===== src/rtl/mem_stage.sv =====
// mem_stage: memory-access stage of the five-stage in-order pipeline.
// Registers the execute-stage bus, waits for the data-SRAM load response,
// aligns/extends the returned word and hands the result to write-back over a
// valid/allow-in handshake. Publishes a forwarding bus with a load-pending flag.
// Optional feature macro: MS_SUBWORD_LOAD_EN (byte/halfword load alignment and
// extension). When undefined, every load returns the raw 32-bit word.
module mem_stage (
    input  logic        clk,
    input  logic        reset,
    input  logic        es_to_ms_valid,
    input  logic [73:0] es_ms_bus,
    output logic        ms_allow_in,
    input  logic        data_sram_data_ok,
    input  logic [31:0] data_sram_rdata,
    input  logic        ws_allow_in,
    output logic        ms_to_ws_valid,
    output logic [69:0] ms_ws_bus,
    output logic [38:0] ms_fwd_bus
);

    // Load op encodings carried in mem_op
    localparam logic [2:0] OP_LD_B  = 3'b001;
    localparam logic [2:0] OP_LD_BU = 3'b101;
    localparam logic [2:0] OP_LD_H  = 3'b010;
    localparam logic [2:0] OP_LD_HU = 3'b110;

    logic        ms_valid_reg;
    logic        ms_valid_next;
    logic [73:0] es_ms_bus_reg;
    logic [73:0] es_ms_bus_next;
    logic        data_buf_valid_reg;
    logic        data_buf_valid_next;
    logic [31:0] data_buf_reg;
    logic [31:0] data_buf_next;

    // Fields of the latched execute-stage bus
    logic [31:0] pc;
    logic        gr_we;
    logic [4:0]  dest;
    logic [31:0] alu_result;
    logic        res_from_mem;
    logic [2:0]  mem_op;
    logic [1:0]  ld_addr;

    assign pc           = es_ms_bus_reg[73:42];
    assign gr_we        = es_ms_bus_reg[41];
    assign dest         = es_ms_bus_reg[40:36];
    assign alu_result   = es_ms_bus_reg[35:4];
    assign res_from_mem = es_ms_bus_reg[3];
    assign mem_op       = es_ms_bus_reg[2:0];
    assign ld_addr      = alu_result[1:0];

    logic        ms_ready_go;
    logic        load_pending;
    logic [31:0] raw_word;
    logic [31:0] load_result;
    logic [31:0] final_result;

    // A load is ready once its data arrives this cycle or was buffered earlier
    assign ms_ready_go    = !res_from_mem || data_sram_data_ok || data_buf_valid_reg;
    assign ms_allow_in    = !ms_valid_reg || (ms_ready_go && ws_allow_in);
    assign ms_to_ws_valid = ms_valid_reg && ms_ready_go;
    assign load_pending   = ms_valid_reg && res_from_mem && !ms_ready_go;

    // Buffered data takes priority; a live data_ok is then a protocol violation
    assign raw_word = data_buf_valid_reg ? data_buf_reg : data_sram_rdata;

`ifdef MS_SUBWORD_LOAD_EN
    logic [7:0] raw_bytes [4];
    logic [7:0]  sel_byte;
    logic [15:0] sel_half;

    genvar gi;
    generate
        for (gi = 0; gi < 4; gi++) begin : g_byte_lane
            assign raw_bytes[gi] = raw_word[gi*8 +: 8];
        end
    endgenerate

    // Halfword selection ignores addr[0]; misalignment is not trapped here
    assign sel_byte = raw_bytes[ld_addr];
    assign sel_half = ld_addr[1] ? raw_word[31:16] : raw_word[15:0];

    // Sign/zero extension by load type; unknown codes behave as ld.w
    always_comb begin
        load_result = raw_word;
        case (mem_op)
            OP_LD_B:  load_result = {{24{sel_byte[7]}}, sel_byte};
            OP_LD_BU: load_result = {24'h000000, sel_byte};
            OP_LD_H:  load_result = {{16{sel_half[15]}}, sel_half};
            OP_LD_HU: load_result = {16'h0000, sel_half};
            default:  load_result = raw_word;
        endcase
    end
`else
    // Without sub-word support the op code and low address bits do not steer data
    logic unused_sel;
    assign unused_sel  = ^{mem_op, ld_addr, OP_LD_B, OP_LD_BU, OP_LD_H, OP_LD_HU};
    assign load_result = raw_word;
`endif

    assign final_result = res_from_mem ? load_result : alu_result;

    assign ms_ws_bus  = {pc, gr_we, dest, final_result};
    assign ms_fwd_bus = {ms_valid_reg & gr_we, dest, final_result, load_pending};

    // Next-state: accept a new instruction, or buffer load data while write-back stalls
    always_comb begin
        ms_valid_next       = ms_valid_reg;
        es_ms_bus_next      = es_ms_bus_reg;
        data_buf_valid_next = data_buf_valid_reg;
        data_buf_next       = data_buf_reg;
        if (ms_allow_in) begin
            ms_valid_next       = es_to_ms_valid;
            data_buf_valid_next = 1'b0;
            if (es_to_ms_valid) begin
                es_ms_bus_next = es_ms_bus;
            end
        end else if (data_sram_data_ok && ms_valid_reg && res_from_mem
                     && !data_buf_valid_reg) begin
            // Stage is held only because write-back is not accepting
            data_buf_valid_next = 1'b1;
            data_buf_next       = data_sram_rdata;
        end
    end

    // Control state register with synchronous reset
    always_ff @(posedge clk) begin
        if (reset) begin
            ms_valid_reg       <= 1'b0;
            data_buf_valid_reg <= 1'b0;
        end else begin
            ms_valid_reg       <= ms_valid_next;
            data_buf_valid_reg <= data_buf_valid_next;
        end
    end

    // Data registers carry no reset; they are qualified by the valid flags
    always_ff @(posedge clk) begin
        es_ms_bus_reg <= es_ms_bus_next;
        data_buf_reg  <= data_buf_next;
    end

endmodule


===== config.mk =====
export PLATFORM = sky130hd
export DESIGN_NAME = mem_stage
export DESIGN_NICKNAME = d
export VERILOG_FILES = /design/src/rtl/mem_stage.sv
export SDC_FILE = /design/constraint.sdc
export NUM_CORES = 1
export LEC_CHECK = 0
export CORE_ASPECT_RATIO = 1.4
export CORE_MARGIN = 5
export CORE_UTILIZATION = 44
export CTS_BUF_LIST = sky130_fd_sc_hd__clkbuf_16
export CTS_CLUSTER_SIZE = 28
export DETAILED_ROUTE_END_ITERATION = 7
export PLACE_DENSITY_LB_ADDON = 0.25
export SYNTH_ARGS = -nofsm -noshare
export SYNTH_HDL_FRONTEND = slang
export SYNTH_SLANG_ARGS = --single-unit

===== constraint.sdc =====
create_clock -name clk -period 13.7 [get_ports clk]
set_input_delay 4.11 -clock clk [delete_from_list [all_inputs] [get_ports clk]]
set_output_delay 4.11 -clock clk [all_outputs]
set_load 0.005 [all_outputs]

==> flow_metrics.py <==
metrics = {
    "status": {
        "status": "complete, no violations",
    },
    "die": {
        "die_area_um2": 12400,
        "die_w_um": 95.7,
        "start_util": 0.452,
        "io_pins": 222,
        "rows": 43,
        "core_um2": 10000,
        "die_height_um": 130,
    },
    "global_route": {
        "overflow": 0,
        "grt_first_pass_wirelength_um": 14800,
        "grtUsageMet2": 0.282,
        "use_met1": 0.163,
        "grt_max_degree": 72,
        "grt_use_met3": 0.0761,
        "antenna_found_initial": 0,
        "busiest_layer": "met2",
        "grt_pass1_vias": 2839,
        "grt.total_usage": 0.162,
    },
    "placed_design": {
        "dpl-instance-area_um2": 6240,
        "io_buffers": 218,
        "gp_congestion": 0.692,
        "dp_hpwl_um": 7620,
    },
    "sta": {
        "tns_ns": 0,
        "fmax_mhz": 103,
        "finalHoldViolCount": 0,
        "max_slew_margin": 0.239,
        "rsz0062_at_grt": "false",
        "finalCritPeriodShare": 0.711,
        "skew_ns": 0.00692,
        "worst_pin_slew_ns": 1.14,
        "period_minus_slack_ns": 9.74,
        "slew_viol_final": 0,
        "finalSetupViolations": 0,
    },
    "clock_network": {
        "cts_buffers": 9,
        "cts.sinks": 105,
        "clock_path_buffers": 2,
        "clock_latency_ns": 0.34,
        "clk_pin_slew_ns": 0.07,
        "ctsHoldBuffers": 0,
        "postCtsSetupRepairBufs": 0,
        "cts_resized": 0,
        "clockRootBuffer": "clkbuf_16",
        "cts_tree": "done",
        "h-tree-depth": 3,
    },
    "routing": {
        "avgViaCountPerCell": 4.66,
        "drtPass1Iterations": 4,
        "ant_nets": 0,
        "wl_per_cell_um": 17.0,
        "drtIter0Drc": 76,
        "drc": 0,
        "drt-total-wl_um": 10000,
        "vias": 2741,
    },
    "hold_path": {
        "min_path_type": "reg -> reg",
        "min-delay-start": "ms_valid_reg",
        "min_to": "data_buf_valid_reg",
        "worstHoldPathCells": 1,
    },
    "logic_synthesis": {
        "yosysUniqueCellTypes": 23,
        "synth_fp_nets": 414,
        "synth_area_um2": 4530,
        "syn_avg_cell_area_um2": 14.9,
        "yosysWarnings": 0,
        "synth-seq-area-share": 0.692,
        "ys_seq_elements": 105,
        "synth_cells": 303,
    },
    "pwr": {
        "vdd_drop_max_v": 0.0000833,
        "p_leak_uw": 0.00221,
        "power.density_nw_per_um2": 114,
    },
    "layout": {
        "final_area_um2": 6520,
        "antenna_cells": 0,
        "final_nets": 559,
        "layout-area-overhead-vs-synth_pct": 44.1,
        "fill_cells": 772,
        "layout-drive-gt1-share": 0.0552,
        "largest_reg_flops": 71,
    },
    "worst_setup_path": {
        "slowest_delay_ns": 0.51,
        "crit_family": "buffers and inverters",
        "required_ns": 9.59,
        "startpoint_type": "input pin",
        "r2r-start": "es_ms_bus_reg[3]",
        "path_class": "in -> out",
        "path_buf_inv": 2,
        "r2r_slack_ns": 10.96,
        "end_kind": "output port",
        "crit_start": "data_sram_data_ok",
        "crit_slowest_cell": "clkdlybuf4s50_1",
        "critical_path.most_common_cell": "clkdlybuf4s50_1",
        "r2r_end": "data_buf_reg[11]",
        "crit_chain": "clkdlybuf4s50_1 > nor3b_4 > and2_1 > clkdlybuf4s50_1",
        "cp.arrival_ns": 5.63,
        "ff2ff_path_depth": 3,
        "cp_max_fo": 5,
    },
    "flow_run": {
        "drv_cap": 0,
    },
}
-- worst max-delay path by stage --
stage | endpoint | slack (ns) | cells past startpoint
after detailed placement | ms_fwd_bus[0] | 3.95 | 4
after floorplan | ms_fwd_bus[0] | 5.03 | 3
after global routing | ms_fwd_bus[0] | 3.89 | 4
final | ms_fwd_bus[0] | 3.96 | 4
after CTS | ms_fwd_bus[0] | 3.95 | 4
after global placement | ms_fwd_bus[0] | 4.00 | 4
-- logic make-up after synthesis --
logic type	after synthesis	share of synthesized area
mux	32	0.0707
compound gates	37	0.0439
simple gates	40	0.0423
buf+inv	89	0.151
flops	105	0.692
-- cell type report --
| type | count | area, um^2 | area share |
|---|---|---|---|
| inverter | 2 | 7.51 | 0.00115 |
| clock buffer | 9 | 225 | 0.0345 |
| timing repair buffer | 221 | 2200 | 0.338 |
| multi-input combinational | 109 | 729 | 0.112 |
| sequential | 105 | 3130 | 0.480 |
| tap | 135 | 169 | 0.0259 |
| clock inverter | 7 | 53.8 | 0.00825 |
-- synthesized netlist by cell type --
cell type  number  area (um^2)
buf_6           1         11.3
mux2i_1        32          320
o21ba_2         1         10.0
buf_4          77          578
o31a_1          1         8.76
nand3b_1        1         7.51
nor2b_1         1         6.26
inv_1           2         7.51
a21oi_1        32          160
nor4b_2         1         15.0
nor3b_1         1         7.51
o22ai_1         1         6.26
nor2_1         32          120
a21oi_2         1         8.76
clkbuf_1        2         7.51
nand2_1         1         3.75
edfxtp_1      103         3090
buf_2           4         20.0
dfxtp_1         2         40.0
buf_12          3         60.1
and2_1          2         12.5
o21ai_0         1         5.00
nor3b_4         1         18.8
-- metrics by stage --
step / setup slack [ns] / hold WS (ns) / total power (uW) / utilization / std cells
2_1_floorplan: 5.03 / 0.532 / 445 / - / 303
3_3_place_gp: 4.00 / 0.597 / 513 / 0.624 / 572
3_5_place_dp: 3.95 / 0.600 / 517 / 0.624 / 572
4_1_cts: 3.95 / 0.612 / 754 / 0.652 / 588
5_1_grt: 3.89 / 0.652 / 774 / 0.652 / 588
6_report: 3.96 / 0.611 / 743 / 0.652 / 588
-- power by group --
group          internal (uW)  switching [uW]
sequential               375            6.19
clock                    124             112
combinational           82.5            43.4
total                    582             161
-- per-layer routing --
metal / vias to the layer above / routed length [um]
met1: 1282 / 3390
met3: 11 / 1220
met4: 0 / 181
met5: - / 0
met2: 137 / 5200
li1: 1311 / -
-- placed cells by master (no fill, tap or decap) --
| master | n |
|---|---|
| a21oi_1 | 32 |
| a21oi_2 | 1 |
| and2_1 | 2 |
| buf_4 | 3 |
| clkbuf_16 | 9 |
| clkdlybuf4s50_1 | 218 |
| clkinv_1 | 1 |
| clkinv_4 | 2 |
| clkinvlp_4 | 2 |
| dfxtp_1 | 1 |
| dfxtp_2 | 1 |
| edfxtp_1 | 103 |
| inv_1 | 2 |
| inv_6 | 2 |
| mux2i_1 | 32 |
| nand2_1 | 1 |
| nand3b_1 | 1 |
| nor2_1 | 32 |
| nor2b_1 | 1 |
| nor3b_2 | 1 |
| nor3b_4 | 1 |
| nor4b_2 | 1 |
| o21ai_0 | 1 |
| o21ba_2 | 1 |
| o22ai_4 | 1 |
| o31a_1 | 1 |
Note: power is estimated with default switching activity, not from simulation.
